### config.mk
export PLATFORM = sky130hd
export DESIGN_NAME = mul_booth_seq_flat
export DESIGN_NICKNAME = d
export VERILOG_FILES = /design/src/rtl/mul_booth_seq_if.sv /design/src/rtl/mul_booth_seq.sv /design/src/flat_wrapper.sv
export SDC_FILE = /design/constraint.sdc
export NUM_CORES = 1
export LEC_CHECK = 0
export ABC_CLOCK_PERIOD_IN_PS = 3900
export CAP_MARGIN = 20
export CORE_MARGIN = 2
export CORE_UTILIZATION = 50
export CTS_CLUSTER_SIZE = 25
export DETAILED_ROUTE_END_ITERATION = 7
export GPL_TIMING_DRIVEN = 0
export PLACE_DENSITY = 0.89
export SLEW_MARGIN = 30
export SYNTH_ARGS = -nofsm -noshare
export SYNTH_HDL_FRONTEND = slang
export SYNTH_SLANG_ARGS = --single-unit
### constraint.sdc
create_clock -name clock -period 3.9 [get_ports clock]
set_input_delay 1.17 -clock clock [delete_from_list [all_inputs] [get_ports clock]]
set_output_delay 1.17 -clock clock [all_outputs]
set_load 0.01 [all_outputs]
### src/rtl/mul_booth_seq_if.sv
// -----------------------------------------------------------------------------
// mul_booth_seq_if
// Handshake and operand/result bundle for the sequential Booth multiplier.
//   start : request, sampled on a rising edge while the multiplier is not busy
//   a, m  : 32-bit two's-complement multiplicand / multiplier
//   q     : 64-bit signed product {HI, LO}, registered
//   busy  : high while the multiply is in progress
//   done  : one-cycle pulse when q becomes valid
// master = requester (control unit / bench), slave = multiplier.
// -----------------------------------------------------------------------------
interface mul_booth_seq_if;
  logic        start;
  logic [31:0] a;
  logic [31:0] m;
  logic [63:0] q;
  logic        busy;
  logic        done;

  modport master (output start, a, m, input q, busy, done);
  modport slave  (input start, a, m, output q, busy, done);
endinterface

### src/rtl/mul_booth_seq.sv
// -----------------------------------------------------------------------------
// mul_booth_seq
// Sequential 32x32 signed multiplier, radix-2 Booth, one step per clock.
// Fixed latency: 32 busy cycles followed by a one-cycle done pulse; a start
// seen during the done cycle launches the next multiply back-to-back.
// Ports:
//   clock : rising-edge clock
//   clear : asynchronous active-low reset
//   bus   : mul_booth_seq_if.slave (start, a, m in; q, busy, done out)
// -----------------------------------------------------------------------------
module mul_booth_seq (
  input  logic           clock,
  input  logic           clear,
  mul_booth_seq_if.slave bus
);

  typedef enum logic [1:0] {
    IDLE = 2'd0,
    RUN  = 2'd1,
    DONE = 2'd2
  } state_t;

  state_t      state_q, state_d;
  logic [32:0] acc_q, acc_d;      // 33 bits so that -(-2^31) fits
  logic [31:0] mq_q, mq_d;        // multiplier, shifts into low product bits
  logic        qm1_q, qm1_d;      // Booth guard bit
  logic [32:0] mcand_q, mcand_d;  // sign-extended multiplicand
  logic [5:0]  cnt_q, cnt_d;
  logic [63:0] q_q, q_d;

  logic        accept;
  logic        last_step;
  logic [32:0] sum;
  logic [32:0] acc_sh;
  logic [31:0] mq_sh;
  logic        busy, done;

  // New operands are accepted from IDLE or from the single DONE cycle.
  assign accept    = bus.start && (state_q == IDLE || state_q == DONE);
  assign last_step = (state_q == RUN) && (cnt_q == 6'd31);

  // ---------------------------------------------------------------------------
  // FSM: state register
  // ---------------------------------------------------------------------------
  // NOTE: sequential state uses non-blocking assignments so every register
  // samples the pre-edge value of its neighbours, independent of block order.
  always_ff @(posedge clock or negedge clear) begin
    if (!clear) state_q <= IDLE;
    else        state_q <= state_d;
  end

  // ---------------------------------------------------------------------------
  // FSM: next-state logic
  // ---------------------------------------------------------------------------
  // NOTE: every combinational output gets a default first so no path leaves
  // it unassigned, which would otherwise infer a latch.
  always_comb begin
    state_d = state_q;
    unique case (state_q)
      IDLE:    if (bus.start) state_d = RUN;
      RUN:     if (last_step) state_d = DONE;
      DONE:    state_d = bus.start ? RUN : IDLE;
      default: state_d = IDLE;
    endcase
  end

  // ---------------------------------------------------------------------------
  // FSM: outputs
  // ---------------------------------------------------------------------------
  always_comb begin
    busy = (state_q == RUN);
    done = (state_q == DONE);
  end

  assign bus.busy = busy;
  assign bus.done = done;
  assign bus.q    = q_q;

  // ---------------------------------------------------------------------------
  // Booth step: add/subtract on {mq[0], guard}, then arithmetic shift of the
  // whole {acc, mq, guard} chain right by one.
  // ---------------------------------------------------------------------------
  always_comb begin
    unique case ({mq_q[0], qm1_q})
      2'b01:   sum = acc_q + mcand_q;
      2'b10:   sum = acc_q - mcand_q;
      default: sum = acc_q;
    endcase
    acc_sh = {sum[32], sum[32:1]};
    mq_sh  = {sum[0], mq_q[31:1]};
  end

  // Datapath next-state. q is only touched on the final step, so it keeps the
  // previous result while a new multiply runs.
  always_comb begin
    acc_d   = acc_q;
    mq_d    = mq_q;
    qm1_d   = qm1_q;
    mcand_d = mcand_q;
    cnt_d   = cnt_q;
    q_d     = q_q;
    if (accept) begin
      acc_d   = '0;
      mq_d    = bus.m;
      qm1_d   = 1'b0;
      mcand_d = {bus.a[31], bus.a};
      cnt_d   = '0;
    end else if (state_q == RUN) begin
      acc_d = acc_sh;
      mq_d  = mq_sh;
      qm1_d = mq_q[0];
      cnt_d = cnt_q + 6'd1;
      if (last_step) q_d = {acc_sh[31:0], mq_sh};
    end
  end

  always_ff @(posedge clock or negedge clear) begin
    if (!clear) begin
      acc_q   <= '0;
      mq_q    <= '0;
      qm1_q   <= 1'b0;
      mcand_q <= '0;
      cnt_q   <= '0;
      q_q     <= '0;
    end else begin
      acc_q   <= acc_d;
      mq_q    <= mq_d;
      qm1_q   <= qm1_d;
      mcand_q <= mcand_d;
      cnt_q   <= cnt_d;
      q_q     <= q_d;
    end
  end

endmodule

### src/flat_wrapper.sv
// flat-port wrapper written by rule: the top's interface ports become plain ports
module mul_booth_seq_flat 
  (clock, clear, bus_start, bus_a, bus_m, bus_q, bus_busy, bus_done);
  mul_booth_seq_if bus_i ();
  input  logic clock;
  input  logic clear;
  input wire logic [$bits(bus_i.start)-1:0] bus_start;
  input wire logic [$bits(bus_i.a)-1:0] bus_a;
  input wire logic [$bits(bus_i.m)-1:0] bus_m;
  output wire logic [$bits(bus_i.q)-1:0] bus_q;
  output wire logic [$bits(bus_i.busy)-1:0] bus_busy;
  output wire logic [$bits(bus_i.done)-1:0] bus_done;
  assign bus_i.start = bus_start;
  assign bus_i.a = bus_a;
  assign bus_i.m = bus_m;
  assign bus_q = bus_i.q;
  assign bus_busy = bus_i.busy;
  assign bus_done = bus_i.done;
  mul_booth_seq u_core (.clock(clock), .clear(clear), .bus(bus_i));
endmodule
==> results of run 1 <==
## metal layers
metal / vias up / global-route usage / share of wire / wire, um
li1: 4172 / - / - / -
met1: 4569 / 0.3918 / 0.38 / 12120
met2: 692 / 0.4642 / 0.46 / 14660
met3: 153 / 0.05639 / 0.11 / 3356
met4: 0 / 0.1184 / 0.046 / 1446
met5: - / 0 / 0 / 0
## area by class of cell
class,count,area (sq um)
Timing Repair Buffer,185,1755
Clock buffer,17,425.4
Multi-Input combinational cell,846,5256
Buffer,60,271.5
Inverter,17,63.81
Sequential cell,169,4232
Fill cell,1320,6048
Clock inverter,15,172.7
Tap cell,234,292.8
## stage by stage
stage	hold slack (ns)	area, sq um	TNS [ns]	worst slack (ns)
finish	0.4732	12470	-3.147	-0.3055
CTS	0.4809	11920	-0.3695	-0.1134
floorplan	0.4605	9360	0	0.01925
global route	0.5011	12470	-5.691	-0.4692
detailed placement	0.4631	11010	-8.437	-0.6267
global placement	0.4566	10970	-855.97	-5.052
## flip-flops by register name, indices dropped and copies added, names as in the netlist
register,count
u_core.cnt_q,6
u_core.mq_q,32
u_core.mcand_q,32
u_core.qm1_q,1
u_core.bus.q,64
u_core.state_q,2
u_core.acc_q,32
## worst min-delay path, cell delays in order, from the launching register on
cell,delay [ns]
dfrtp_1,0.34
nand2_1,0.05
nand2_1,0.05
## cell usage in the layout (no fill, tap or decap), types with 9 or more instances in the layout
cell type	count
nand2_1	313
dfrtp_1	167
clkdlybuf4s50_1	131
nor2_1	67
a21oi_1	52
buf_4	52
o21ai_0	47
xnor2_1	41
clkbuf_1	40
a31oi_1	28
ha_1	28
a21oi_2	18
a22oi_1	17
clkbuf_16	17
nor3_1	16
nand3_1	16
o21ai_1	15
inv_1	13
xor2_1	11
a22o_1	11
nand2b_1	10
nand4_1	10
o211ai_1	9
## repair_timing
item	4_1_cts	5_1_grt
gates resized for setup	40	81
setup buffers	22	30
setup endpoints to repair	33	35
pin swaps	25	37
## worst min-delay path by stage
| stage | from | cells after the start | slack [ns] | end |
|---|---|---|---|---|
| 3_3_place_gp | u_core.bus.q[5] | 2 | 0.46 | u_core.bus.q[5] |
| 5_1_grt | u_core.bus.q[47] | 2 | 0.50 | u_core.bus.q[47] |
| 4_1_cts | u_core.bus.q[1] | 2 | 0.48 | u_core.bus.q[1] |
| 3_5_place_dp | u_core.bus.q[1] | 2 | 0.46 | u_core.bus.q[1] |
| 2_1_floorplan | u_core.mq_q[12] | 2 | 0.46 | u_core.bus.q[11] |
| 6_report | u_core.bus.q[1] | 2 | 0.47 | u_core.bus.q[1] |
## cell families after synthesis
| group | Yosys count |
|---|---|
| simple gates | 488 |
| xor+xnor | 61 |
| buf+inv | 80 |
| compound gates | 248 |
| fa+ha+maj | 36 |
| flops | 169 |
| mux | 13 |
==> summary.md, run 1 <==
| Metric | Value |
|---|---|
| Status | `complete, but fails checks` |
| Failing checks | `design-rule violations, negative setup slack` |
| Period utilization | `1.078` |
| Overall Global Routing Usage | `0.2904` |
| Root buf cell | `clkbuf_16` |
| Gpl congestion | `0.9714` |
| Port bufs | `132` |
| TritonCTS clock tree | `done` |
| Worst Skew | `0.009023 ns` |
| Clock latency on the worst-skew pair | `0.45 ns` |
| Total wire length | `31.58 mm` |
| Synth top area cells | `dfrtp_1 (45%), nand2_1 (13%), ha_1 (4.7%)` |
| Post-Synth Simple-Gate Area | `0.2244` |
| Slowest Stage Delay on Critical Path | `0.50 ns` |
| DIE HEIGHT | `140.8 um` |
| Synth Area in Compound Gates | `0.1695` |
| Multiplexer share of the synthesized area | `0.01430` |
| Synth warn | `0` |
| Worst hold path type | `flop to flop` |
| Most common cell in the netlist | `nand2_1` |
| Critical path data arrival time | `4.58 ns` |
| Post-Syn Area | `9360 sq um` |
| Non-filler cells, final | `1,543` |
| Core footprint | `18,520 sq um` |
| Reg2reg path depth | `18` |
| Clk pin slew, worst setup/hold paths | `0.07 ns` |
| Drt first pass iters | `7` |
| Ys async rst share | `1.000` |
| Fraction of layout cells with a size suffix above 1 | `0.1505` |
| Min Clock Period, post-route | `4.206 ns` |
| Final setup fails | `20` |
| Slack of the critical path | `-0.3055 ns` |
| Rows | `50` |
| CP Depth | `18` |
| EDFF count, synth | `0` |
| Die area | `19,830 sq um` |
| WL/cell | `20.47 um` |
| Main combinational cell family by area after synthesis | `simple AND/OR/NAND/NOR gates` |
| Syn_area_per_cell | `8.548 sq um` |
| Synth cell types | `70` |
| Reg2reg start | `u_core.mcand_q[0]` |
| Avg Vias per Cell | `6.213` |
| Util after Layout | `0.6734` |
| Setup CP Type | `flop to flop` |
| RSZ-0062 raised after global routing | `true` |
| Area growth syn-to-layout | `33.22%` |
| Antenna Violating Nets Remaining | `0` |
| Crit end category | `flop` |
| Grt ovf | `0` |
| Post-synthesis register bit count | `169` |
| Crit-path max FO | `6` |
| Slowest cell on the critical path | `or4b_4` |
| Synth Net Count | `1,198` |
| DRT iter0 DRCs | `1,224` |
| Reg2reg setup slack | `-0.31 ns` |
| First-pass GRT wire length | `45.64 mm` |
| # placed instances | `1,462` |
| Fin nets | `1,399` |
| Normalized max-slew margin | `0.4754` |
| Post-synth top cells | `nand2_1 (317), dfrtp_1 (169), nor2_1 (74)` |
| RR Endpoint | `u_core.bus.q[63]` |
| Synth Area in Adders | `0.04892` |
| H-tree levels | `4` |
| Max-slew violation count | `0` |
| Crit path to | `u_core.bus.q[63]` |
| Number of global-route vias before repair | `8,885` |
| Critical Path Start Type | `flop` |
| Synth top area share | `0.4518` |
| Fin. Hold Viols | `0` |
| Starting Density | `0.5055` |
| Largest net degree at the start of global routing | `89` |
| Kind of cell adding the most delay to the critical path | `simple AND/OR/NAND/NOR gates` |
| # DRC | `1` |
| Max-cap violations | `0` |
| Total number of vias | `9,586` |
| Initial antenna violation count | `0` |
| Cell type with the largest total area after synthesis | `dfrtp_1` |
| Sequential share of the synthesized area | `0.4518` |
| Hold buffer count at CTS | `0` |
| Worst setup startpoint | `u_core.mcand_q[0]` |
| Bufs and invs on worst path | `3` |
| Measured slew at the worst slew-check pin | `0.7870 ns` |
| Antenna diodes | `0` |
| Clk sink count | `169` |
| Max Buffers Root-to-Sink | `2` |
| Post-synthesis cell count | `1,095` |
| Dpl hpwl | `19.94 mm` |
| Post-Synth XOR/XNOR Area | `0.05788` |
| Prevailing post-synth register cell | `dfrtp_1` |
| Worst EP required | `4.27 ns` |
| I/O pins | `133` |
| Crit-path cells | `inv_2, ha_4, or4b_4, nor4_4, buf_4, and3b_2, a21oi_2, xnor2_2, ha_1, buf_6, nand2_4, nor2_4, nand3_2, a2111oi_4, o32ai_2, xor2_2, or3_1, a31oi_1` |
| Fmax | `237.8 MHz` |
| Die Width | `140.8 um` |
| Num CTS Buffers | `17` |
Power of run 1 is left out: the tool's default activity adds up to more than one toggle a clock period on the data nets, which glitch-free logic cannot reach.
==> run 2: changes to the inputs <==
PLACE_DENSITY = 0.81   (was 0.89)
==> summary.md, run 2 (synthesis gave the netlist of run 1 again) <==
| Metric | Value |
|---|---|
| Most frequent cells in the layout | `nand2_1 (312), dfrtp_1 (164), clkdlybuf4s50_1 (131), nor2_1 (70), a21oi_1 (60)` |
| DIE HEIGHT | `140.8 um` |
| H-tree levels | `4` |
| Slowest Stage Delay on Critical Path | `0.50 ns` |
| Most common library cell in the layout ignoring fill and taps | `nand2_1` |
| Worst hold path type | `flop to flop` |
| Total number of vias | `8,843` |
| Crit-path cells | `inv_2, ha_4, or4b_4, buf_6, nor4_4, nor2_1, xnor2_1, ha_1, buf_6, nand2_2, o211a_1, nor3_2, o211ai_1, or3b_4, a311oi_4, mux2i_1, o211ai_1` |
| Period utilization | `1.033` |
| Hold buffer count at CTS | `0` |
| Starting Density | `0.5055` |
| Overall Global Routing Usage | `0.2855` |
| Core footprint | `18,520 sq um` |
| Avg Vias per Cell | `5.780` |
| Final setup fails | `6` |
| Crit end category | `flop` |
| Reg2reg setup slack | `-0.13 ns` |
| WL/cell | `18.59 um` |
| Min Clock Period, post-route | `4.029 ns` |
| Num CTS Buffers | `17` |
| Largest net degree at the start of global routing | `90` |
| Rows | `50` |
| Normalized max-slew margin | `0.4600` |
| Antenna diodes | `0` |
| Grt ovf | `0` |
| RR Endpoint | `u_core.bus.q[58]` |
| Fin nets | `1,386` |
| Reg2reg start | `u_core.mcand_q[1]` |
| Clk pin slew, worst setup/hold paths | `0.07 ns` |
| Largest register FFs | `64` |
| RSZ-0062 raised after global routing | `true` |
| Fraction of layout cells with a size suffix above 1 | `0.1296` |
| I/O pins | `133` |
| Worst setup startpoint | `u_core.mcand_q[1]` |
| Clk sink count | `169` |
| Pre-CTS setup slack | `-0.6597 ns` |
| Number of global-route vias before repair | `8,367` |
| Antenna Violating Nets Remaining | `0` |
| Clock latency on the worst-skew pair | `0.44 ns` |
| Max Buffers Root-to-Sink | `2` |
| Die area | `19,830 sq um` |
| Worst EP required | `4.21 ns` |
| Fmax | `248.2 MHz` |
| Root buf cell | `clkbuf_16` |
| Slack of the critical path | `-0.1295 ns` |
| Critical path data arrival time | `4.34 ns` |
| Die Width | `140.8 um` |
| Critical Path Start Type | `flop` |
| Port bufs | `132` |
| First-pass GRT wire length | `44.33 mm` |
| Failing checks | `negative setup slack` |
| Measured slew at the worst slew-check pin | `0.8101 ns` |
| Worst Skew | `0.009699 ns` |
| Max-cap violations | `0` |
| TritonCTS clock tree | `done` |
| Slowest cell on the critical path | `or4b_4` |
| Status | `complete, but fails checks` |
| Setup CP Type | `flop to flop` |
| Initial antenna violation count | `0` |
| Max-slew violation count | `0` |
| DRT iter0 DRCs | `810` |
| Drt first pass iters | `5` |
| Fin. Hold Viols | `0` |
| Total wire length | `28.45 mm` |
| Crit-path max FO | `4` |
| # DRC | `0` |
| Area growth syn-to-layout | `31.03%` |
| Reg2reg path depth | `17` |
| Dpl hpwl | `20.24 mm` |
| Crit path to | `u_core.bus.q[58]` |
| Gpl congestion | `0.9550` |
run 2: changes by cell type in the layout (fill, tap and decap cells not counted), moves of 4 or more:
cell     delta
ha_1        +4
buf_4      -16
a21oi_2     -5
nor2_2      -4
inv_8       -4
a21oi_1     +8
run 2: per-layer routing:
layer  share of wire  wire length, um  track usage
met5               0                0            0
met4           0.014              396      0.06263
met3           0.080             2268      0.05367
met2            0.46            13200       0.4457
met1            0.44            12590       0.4179
run 2: per-stage QoR:
stage | TNS [ns] | cells | hold slack (ns) | cell area, sq um | util
CTS | -0.2166 | 1516 | 0.4791 | 11940 | 0.6449
floorplan | 0 | 1095 | 0.4605 | 9360 | -
global route | -1.990 | 1530 | 0.5050 | 12260 | 0.6623
detailed placement | -8.481 | 1462 | 0.4610 | 11010 | 0.5944
finish | -0.5265 | 1530 | 0.4747 | 12260 | 0.6623
global placement | -860.52 | 1461 | 0.4584 | 10970 | 0.5926
run 2: timing repair:
| item | CTS | global route |
|---|---|---|
| endpoints found under the hold margin | 0 | 0 |
| resized for setup | 45 | 54 |
| setup buffers | 24 | 15 |
| pin swaps | 31 | 35 |
| endpoints found under the setup margin | 31 | 31 |
run 2: layout make-up:
cell class              instances  area (sq um)
well taps                     234         292.8
fillers                      1517          6254
flip-flops and latches        169          4235
clock inverters                15         157.7
clock buffers                  17         425.4
plain buffers                  60         266.5
multi-input cells             846          5161
inverters                      17         63.81
repair buffers                172          1662
run 2: how the worst min path moves through the flow:
stage | to | depth (start not counted) | slack, ns | startpoint
floorplan | u_core.bus.q[11] | 2 | 0.46 | u_core.mq_q[12]
global placement | u_core.bus.q[0] | 2 | 0.46 | u_core.bus.q[0]
detailed placement | u_core.bus.q[27] | 2 | 0.46 | u_core.bus.q[27]
CTS | u_core.bus.q[27] | 2 | 0.48 | u_core.bus.q[27]
global route | u_core.bus.q[10] | 2 | 0.50 | u_core.bus.q[10]
finish | u_core.bus.q[12] | 2 | 0.47 | u_core.bus.q[12]
run 2: critical path, delay by kind of cell (launching register included):
| kind | cells | cell delay, ns |
|---|---|---|
| AO/OA/AOI/OAI | 4 | 0.85 |
| XOR/XNOR | 1 | 0.23 |
| adder cells (fa/ha/maj) | 2 | 0.45 |
| buffers and inverters | 3 | 0.39 |
| flip-flops | 1 | 0.41 |
| multiplexers | 1 | 0.24 |
| AND/OR/NAND/NOR | 6 | 1.31 |
Power of run 2 is left out for the same reason.
